`config.mk`:
```
export PLATFORM = sky130hd
export DESIGN_NAME = mod2011_reduce_seq
export DESIGN_NICKNAME = d
export VERILOG_FILES = /design/src/rtl/mod2011_pkg.sv /design/src/rtl/mod2011_fold.sv /design/src/rtl/mod2011_reduce_seq.sv
export SDC_FILE = /design/constraint.sdc
export NUM_CORES = 1
export LEC_CHECK = 0
export CORE_UTILIZATION = 43
export CTS_BUF_LIST = sky130_fd_sc_hd__clkbuf_4 sky130_fd_sc_hd__clkbuf_8 sky130_fd_sc_hd__clkbuf_16
export CTS_CLUSTER_SIZE = 30
export DETAILED_ROUTE_END_ITERATION = 10
export PLACE_DENSITY = 0.66
export SYNTH_ARGS = -nofsm -noshare
export SYNTH_HDL_FRONTEND = slang
export SYNTH_SLANG_ARGS = --single-unit
export TNS_END_PERCENT = 1
```
`constraint.sdc`:
```
create_clock -name clk -period 12.67 [get_ports clk]
set_input_delay 3.1675 -clock clk [delete_from_list [all_inputs] [get_ports clk]]
set_output_delay 3.1675 -clock clk [all_outputs]
set_load 0.02 [all_outputs]
```
`src/rtl/mod2011_pkg.sv`:
```
// Shared constants and FSM state type for the mod-2011 sequential reducer.
package mod2011_pkg;

    localparam int MODULUS = 2011;
    localparam int RES_W   = 11;
    localparam int CHUNK_W = 6;
    localparam int FOLD_W  = RES_W + CHUNK_W;

    typedef enum logic [1:0] {
        IDLE,
        RUN,
        DONE
    } mod_state_t;

endpackage

```
`src/rtl/mod2011_fold.sv`:
```
// One Horner step: (acc*64 + chunk) mod 2011, purely combinational.
// Binary-weighted conditional subtraction of 2011*2^k, k = 6..0.
module mod2011_fold
    import mod2011_pkg::*;
(
    input  logic [RES_W-1:0]   acc_i,
    input  logic [CHUNK_W-1:0] chunk_i,
    output logic [RES_W-1:0]   res_o
);

    logic [FOLD_W-1:0] rem;

    // The 2011*64 stage makes the reduction exact for any 17-bit input, not only acc < 2011.
    always_comb begin
        // NOTE: blocking '=' here so each subtraction stage sees the previous stage's result.
        rem = {acc_i, chunk_i};
        for (int k = 6; k >= 0; k--) begin
            if (rem >= FOLD_W'(MODULUS << k)) begin
                rem = rem - FOLD_W'(MODULUS << k);
            end
        end
        res_o = rem[RES_W-1:0];
    end

endmodule

```
`src/rtl/mod2011_reduce_seq.sv`:
```
// Sequential in_data mod 2011 via 6-bit Horner steps (IDLE -> RUN x N -> DONE).
// Optional output res_zero when MOD2011_ZERO_FLAG_EN is defined.
module mod2011_reduce_seq
    import mod2011_pkg::*;
#(
    parameter int OPERAND_W = 48,
    parameter int CHUNK_W   = 6
) (
    input  logic                 clk,
    input  logic                 rst_n,
    input  logic                 in_valid,
    output logic                 in_ready,
    input  logic [OPERAND_W-1:0] in_data,
    output logic                 out_valid,
    input  logic                 out_ready,
    output logic [RES_W-1:0]     out_res,
`ifdef MOD2011_ZERO_FLAG_EN
    output logic                 res_zero,
`endif
    output logic                 busy
);

    localparam int N     = OPERAND_W / CHUNK_W;
    localparam int CNT_W = (N > 1) ? $clog2(N) : 1;

    if (CHUNK_W != mod2011_pkg::CHUNK_W) begin : g_bad_chunk
        $error("mod2011_reduce_seq: CHUNK_W must be 6");
    end
    if (OPERAND_W <= 0 || (OPERAND_W % CHUNK_W) != 0) begin : g_bad_operand
        $error("mod2011_reduce_seq: OPERAND_W must be a positive multiple of 6");
    end

    mod_state_t           state_q, state_d;
    logic [OPERAND_W-1:0] opr_q, opr_d;
    logic [RES_W-1:0]     acc_q, acc_d;
    logic [CNT_W-1:0]     cnt_q, cnt_d;
    logic [RES_W-1:0]     fold_res;

    mod2011_fold u_fold (
        .acc_i   (acc_q),
        .chunk_i (opr_q[OPERAND_W-1 -: CHUNK_W]),
        .res_o   (fold_res)
    );

    // Handshake outputs depend on state only, never on in_valid/out_ready.
    always_comb begin
        state_d   = state_q;
        opr_d     = opr_q;
        acc_d     = acc_q;
        cnt_d     = cnt_q;
        in_ready  = 1'b0;
        out_valid = 1'b0;
        out_res   = '0;
        unique case (state_q)
            IDLE: begin
                in_ready = 1'b1;
                if (in_valid) begin
                    opr_d   = in_data;
                    acc_d   = '0;
                    cnt_d   = '0;
                    state_d = RUN;
                end
            end
            RUN: begin
                acc_d = fold_res;
                opr_d = opr_q << CHUNK_W;
                cnt_d = cnt_q + CNT_W'(1);
                if (cnt_q == CNT_W'(N - 1)) begin
                    state_d = DONE;
                end
            end
            DONE: begin
                out_valid = 1'b1;
                out_res   = acc_q;
                if (out_ready) begin
                    state_d = IDLE;
                end
            end
            default: state_d = IDLE;
        endcase
    end

    always_ff @(posedge clk) begin
        // NOTE: non-blocking '<=' so every register samples pre-edge values.
        if (!rst_n) begin
            state_q <= IDLE;
            opr_q   <= '0;
            acc_q   <= '0;
            cnt_q   <= '0;
        end else begin
            state_q <= state_d;
            opr_q   <= opr_d;
            acc_q   <= acc_d;
            cnt_q   <= cnt_d;
        end
    end

    assign busy = (state_q != IDLE);

`ifdef MOD2011_ZERO_FLAG_EN
    assign res_zero = out_valid && (out_res == '0);
`else
    // Zero flag not built; res_zero port is absent.
`endif

endmodule

```
# Word-level counts from Yosys, hierarchy flattened
# Index checks and enable logic that the tools add are counted.
[op_classes]
order_cmp = 7
eq_ne = 6
n_mux = 20
addsub = 8
n_reduce_logical = 5
[ops]
columns = ["op", "n"]
rows = [
  ["$mux 17", 6],
  ["$pmux 48 s2", 1],
  ["$mux 48", 1],
  ["$mux 11", 3],
  ["$pmux 11 s2", 1],
  ["$ge 17x11->1 const B", 1],
  ["$ge 17x12->1 const B", 1],
  ["$ge 17x13->1 const B", 1],
  ["$ge 17x14->1 const B", 1],
  ["$ge 17x15->1 const B", 1],
  ["$ge 17x16->1 const B", 1],
  ["$ge 17x17->1 const B", 1],
  ["$sub 17x12->17 const B", 1],
  ["$sub 17x13->17 const B", 1],
  ["$sub 17x14->17 const B", 1],
  ["$sub 17x15->17 const B", 1],
  ["$sub 17x16->17 const B", 1],
  ["$sub 17x17->17 const B", 1],
  ["$sub 11x11->11 const B", 1],
  ["$mux 2", 3],
  ["$ne 2x2->1 const B", 3],
  ["$pmux 2 s3", 1],
  ["$pmux 3 s2", 1],
  ["$reduce_bool 2->1", 2],
  ["other kinds (9)", 10],
]
[word_totals]
reg_bits = 64
inputBits = 52
output_inout_bits = 14
wordCells = 50

# Logic depth before layout (Yosys ltp)
[logic_depth]
depth_word = 15
mapped_depth = 47

# Cells and area by module
# From an unflattened synthesis, not the netlist that was laid out.
[hier_totals]
cells_unflattened = 860
area_unflattened_um2 = 7234.4
[by_module_without_submodules]
columns = ["module", "cells_each", "seq_area_each_um2", "area_each_um2", "n_inst"]
rows = [
  ["mod2011_fold", 581, 0.0, 4072.7, 1],
  ["mod2011_reduce_seq", 279, 1281.2, 3161.8, 1],
]

# Worst setup path before layout
# OpenSTA, ideal clock, no wires.
[synth_timing]
path_kind = "flip-flop to flip-flop"
start = "reg opr_q[42]"
end = "reg acc_q[3]"
stages_incl_launch_ff = 48
t_arrival_ps = 10583
required_ps = 12536
path_slack_ps = 1954
n_path_buf = 6
cell_sequence = "dfxtp_1 > buf_4 > nor4_4 > nand4_4 > buf_2 > a21o_1 > xnor2_1 > ha_1 > a221oi_4 > a2111oi_4 > nor2_2 > xnor2_1 > ha_1 > buf_1 > o2111a_1 > o21a_1 > and4b_1 > nor3_4 > (+12 left out) > a21o_1 > a21oi_2 > xnor2_1 > ha_1 > o21ai_0 > mux2_2 > a211oi_2 > a21oi_2 > buf_2 > xnor2_1 > ha_1 > nand4b_1 > o21ai_0 > o311a_2 > nor3b_4 > buf_6 > mux2i_1 > o211ai_1"
[synth_via]
elab_chain_len = 15
word_cells_on_any_way = 22
cone_classes = "7 x add/sub; 7 x order compare; 8 x mux"
[synth_lines]
columns = ["element", "line_no", "rtl"]
rows = [
  ["start: declaration", "mod2011_reduce_seq.sv:34", "logic [OPERAND_W-1:0] opr_q, opr_d;"],
  ["start signal: assignment", "mod2011_reduce_seq.sv:92", "opr_q <= opr_d;"],
  ["$sub 17x17->17 / $ge 17x17->1 (equally long branches)", "mod2011_fold.sv:19, mod2011_fold.sv:18", ""],
  ["$mux 17 (*)", "mod2011_fold.sv:18", "if (rem >= FOLD_W'(MODULUS << k)) begin"],
  ["$sub 17x16->17 / $ge 17x16->1 (equally long branches)", "mod2011_fold.sv:19, mod2011_fold.sv:18", ""],
  ["$mux 17 (*)", "mod2011_fold.sv:18", ""],
  ["$sub 17x15->17 / $ge 17x15->1 (equally long branches)", "mod2011_fold.sv:19, mod2011_fold.sv:18", ""],
  ["$mux 17 (*)", "mod2011_fold.sv:18", ""],
  ["$sub 17x14->17 / $ge 17x14->1 (equally long branches)", "mod2011_fold.sv:19, mod2011_fold.sv:18", ""],
  ["$mux 17 (*)", "mod2011_fold.sv:18", ""],
  ["$sub 17x13->17 / $ge 17x13->1 (equally long branches)", "mod2011_fold.sv:19, mod2011_fold.sv:18", ""],
  ["$mux 17 (*)", "mod2011_fold.sv:18", ""],
  ["$sub 17x12->17 / $ge 17x12->1 (equally long branches)", "mod2011_fold.sv:19, mod2011_fold.sv:18", ""],
  ["$mux 17 (*)", "mod2011_fold.sv:18", ""],
  ["$ge 17x11->1 / $sub 11x11->11 (equally long branches)", "mod2011_fold.sv:18, mod2011_fold.sv:19", ""],
  ["$mux 11 (*)", "mod2011_fold.sv:18", ""],
  ["$pmux 11 s2 (*)", "mod2011_reduce_seq.sv:54", "unique case (state_q)"],
  ["end signal: assignment", "mod2011_reduce_seq.sv:88", "acc_q <= '0;"],
  ["end signal: assignment", "mod2011_reduce_seq.sv:93", "acc_q <= acc_d;"],
  ["end: declaration", "mod2011_reduce_seq.sv:35", "logic [RES_W-1:0] acc_q, acc_d;"],
]
# Mark *: on every way between the ends. The rest lies on a longest branch, timed or not.
# A chain may end at the register's enable or synchronous reset.

# Worst setup path after layout
[layout_timing]
start = "reg acc_q[8]"
end = "reg acc_q[9]"
[layout_via]
elab_chain_len = 15
word_cells_on_any_way = 22
cone_classes = "7 x add/sub; 7 x order compare; 8 x mux"
[layout_lines]
columns = ["element", "line_no"]
rows = [
  ["$sub 17x17->17 / $ge 17x17->1 (equally long branches)", "mod2011_fold.sv:19, mod2011_fold.sv:18"],
  ["$mux 17 (*)", "mod2011_fold.sv:18"],
  ["$sub 17x16->17 / $ge 17x16->1 (equally long branches)", "mod2011_fold.sv:19, mod2011_fold.sv:18"],
  ["$mux 17 (*)", "mod2011_fold.sv:18"],
  ["$sub 17x15->17 / $ge 17x15->1 (equally long branches)", "mod2011_fold.sv:19, mod2011_fold.sv:18"],
  ["$mux 17 (*)", "mod2011_fold.sv:18"],
  ["$sub 17x14->17 / $ge 17x14->1 (equally long branches)", "mod2011_fold.sv:19, mod2011_fold.sv:18"],
  ["$mux 17 (*)", "mod2011_fold.sv:18"],
  ["$sub 17x13->17 / $ge 17x13->1 (equally long branches)", "mod2011_fold.sv:19, mod2011_fold.sv:18"],
  ["$mux 17 (*)", "mod2011_fold.sv:18"],
  ["$sub 17x12->17 / $ge 17x12->1 (equally long branches)", "mod2011_fold.sv:19, mod2011_fold.sv:18"],
  ["$mux 17 (*)", "mod2011_fold.sv:18"],
  ["$ge 17x11->1 / $sub 11x11->11 (equally long branches)", "mod2011_fold.sv:18, mod2011_fold.sv:19"],
  ["$mux 11 (*)", "mod2011_fold.sv:18"],
  ["$pmux 11 s2 (*)", "mod2011_reduce_seq.sv:54"],
]
# Marked as above.

==> impl_metrics.tcl <==
set metrics [dict create \
    drt_first_pass_iters 6 \
    hold_viol_final 0 \
    ant_nets 0 \
    status "completed" \
    dp_hpwl_um 14800 \
    vias 7202 \
    p_per_area_mw_per_mm2 243 \
    gp_congestion 0.901 \
    p_leak_nw 2.92 \
    start_kind "flip-flop" \
    synth_warnings 0 \
    final_cells 1147 \
    clkPwrFrac_pct 12.8 \
    path_clk_slew_ps 60 \
    fp-row-count 46 \
    finalCriticalPeriod_ps 11710 \
    ys_types 110 \
    synth_seq_cells 64 \
    worst-setup-path-type "flip-flop to flip-flop" \
    finalCritPeriodShare_pct 92.4 \
    yosysTopAreaCellShare_pct 18.2 \
    synth.most_common_cell "nor2_1" \
    setup_viol 0 \
    clockBufferDepth 2 \
    ys.flop_type "dfxtp_1" \
    clock-sinks 64 \
    final_area_mm2 0.00807 \
    vias_per_cell 6.28 \
    numCtsBuffers 9 \
    crit_top_cell "xnor2_1" \
    netlist_area_mm2 0.00705 \
    start_util_pct 44.2 \
    drive_gt1_share_pct 15.6 \
    syn_nets 967 \
    syn_inst 906 \
    ir_drop_uv 111 \
    drv_cap 0 \
    path_max_fanout 14 \
    synth_edf_count 0 \
    dieArea_mm2 0.0169 \
    synth_top_area_cell "dfxtp_1" \
    wirelength_um 20400 \
    dp.cells 1129 \
    worst_pin_slew_ps 955 \
    dr.first_iter.drc_count 540 \
    yosysSeqAreaShare_pct 18.2 \
    pre_cts_ws_ps 384 \
    p_sw_share_pct 53.2 \
    track_usage_pct 24.8 \
    final_nets 987 \
    fillCellCount 1559 \
    p_int_w 0.000916 \
    wire_per_inst_um 17.7 \
    synthTopCellsByArea "dfxtp_1 18%, o221a_2 6.7%, a21oi_1 5.3%" \
    end_kind "flip-flop" \
    die_y_um 130 \
    slowest_stage "o41a_1" \
    syn_area_per_cell_um2 7.78 \
    relSlewSlack_pct 36.3 \
    syn2layout_area_growth_pct 14.5 \
    critPathArrivalTime_ps 11930 \
    skew_ps 7.37 \
    root_buffer "clkbuf_16" \
    critPathMaxStageDelay_ps 590 \
    io_buffers 65 \
    min_path_type "flip-flop to flip-flop" \
    grt_max_degree 90 \
    grt_first_pass_wirelength_um 34000 \
    synth_common_cells "99 x nor2_1, 75 x a21oi_1, 64 x dfxtp_1" \
    antennaDiodeCount 0 \
    postPlaceCellArea_mm2 0.00772 \
    max_freq_mhz 85.4 \
    holdWs_ps 532 \
    cts_max_level 3 \
    drc_errors 0 \
    grt_overflow 0 \
    worst_slack_ps 965 \
    switching_power_w 0.00104 \
    cts_tree "done" \
    fp.dieW_um 130 \
    grt_pass1_vias 6836 \
    antenna_found_initial 0 \
    rsz0062_at_grt "no" \
    clk_latency_ps 330 \
    power_frac_comb_pct 73.7 \
    placeableCoreArea_mm2 0.0159 \
    synth-async-reset-ratio_pct 0 \
    ioPinCount 66 \
    slew_viol_final 0 \
    seqPwrFrac_pct 13.4 \
    worst_ep_required_time_ps 12890 \
    tns_ps 0 \
    holdBufCountCts 0 \
]
## metrics by stage
step	power (W)	util, %
6_report	0.00196	50.6
5_1_grt	0.00211	50.6
4_1_cts	0.00190	50.3
3_5_place_dp	0.00164	48.4
3_3_place_gp	0.00165	48.4
2_1_floorplan	0.00136	-
## area by class of cell
type	instances	area [µm²]	share of cell area, %
clock buffer	11	253	3.13
clock inverter	5	55.1	0.682
inverter	14	52.6	0.651
multi-input combinational	762	5420	67.2
sequential	64	1290	15.9
tap	216	270	3.35
timing repair buffer	75	733	9.09
## cells by family after synthesis
group | share of synthesized area, %
mux | 5.34
compound gates | 37.7
buf+inv | 5.17
xor+xnor | 3.73
flops | 18.2
simple gates | 28.3
fa+ha+maj | 1.60
## cells in the final DEF (no fill, tap or decap), types with 22 or more instances in the layout
master           instances
dfxtp_1                 60
nand3_1                 22
clkdlybuf4s50_1         64
a21oi_1                 75
nand2_1                 58
nor3_1                  26
mux2i_1                 23
o221a_2                 42
and2_1                  22
o21ai_0                 22
nor2b_1                 55
xnor2_1                 22
nor2_1                  98
## worst max-delay path, delay by kind of cell (launching register included)
family / cells / cell delay (ps)
AND/OR/NAND/NOR: 11 / 2460
multiplexers: 1 / 300
flip-flops: 1 / 570
XOR/XNOR: 6 / 1670
adder cells (fa/ha/maj): 6 / 1840
AO/OA/AOI/OAI: 17 / 4540
buffers and inverters: 1 / 170
## sequential cells by signal, indices dropped and copies added (netlist names)
signal / count
acc_q: 11
cnt_q: 3
opr_q: 48
state_q: 2
## repair_timing
item | in CTS | in global routing
buffers inserted | 0 | 2
gates resized for setup | 0 | 6
endpoints found under the setup margin | 0 | 11
## path summary, 6_finish.rpt
check / slack [ps] / endpoint / depth (start not counted) / startpoint
max: 960 / acc_q[9]$_SDFFE_PN0P_ / 42 / acc_q[8]$_SDFFE_PN0P_
min: 530 / opr_q[36]$_SDFFE_PN0P_ / 1 / opr_q[36]$_SDFFE_PN0P_
min reg2reg: 530 / opr_q[36]$_SDFFE_PN0P_ / 1 / opr_q[36]$_SDFFE_PN0P_
max reg2reg: 960 / acc_q[9]$_SDFFE_PN0P_ / 42 / acc_q[8]$_SDFFE_PN0P_
## power groups by stage
stage,sequential [W],clock (W),combinational [W]
global placement,0.000264,0,0.00138
finish,0.000263,0.000252,0.00144
CTS,0.000262,0.000255,0.00139
detailed placement,0.000265,0,0.00138
global route,0.000267,0.000266,0.00158
floorplan,0.000241,0,0.00112
## routing by layer
| layer | wire, µm | track usage [%] |
|---|---|---|
| met5 | 0 | 0 |
| met4 | 670 | 10.5 |
| met3 | 1230 | 4.76 |
| met2 | 9510 | 41.8 |
| met1 | 8940 | 30.8 |
(Power assumes the default switching activity.)
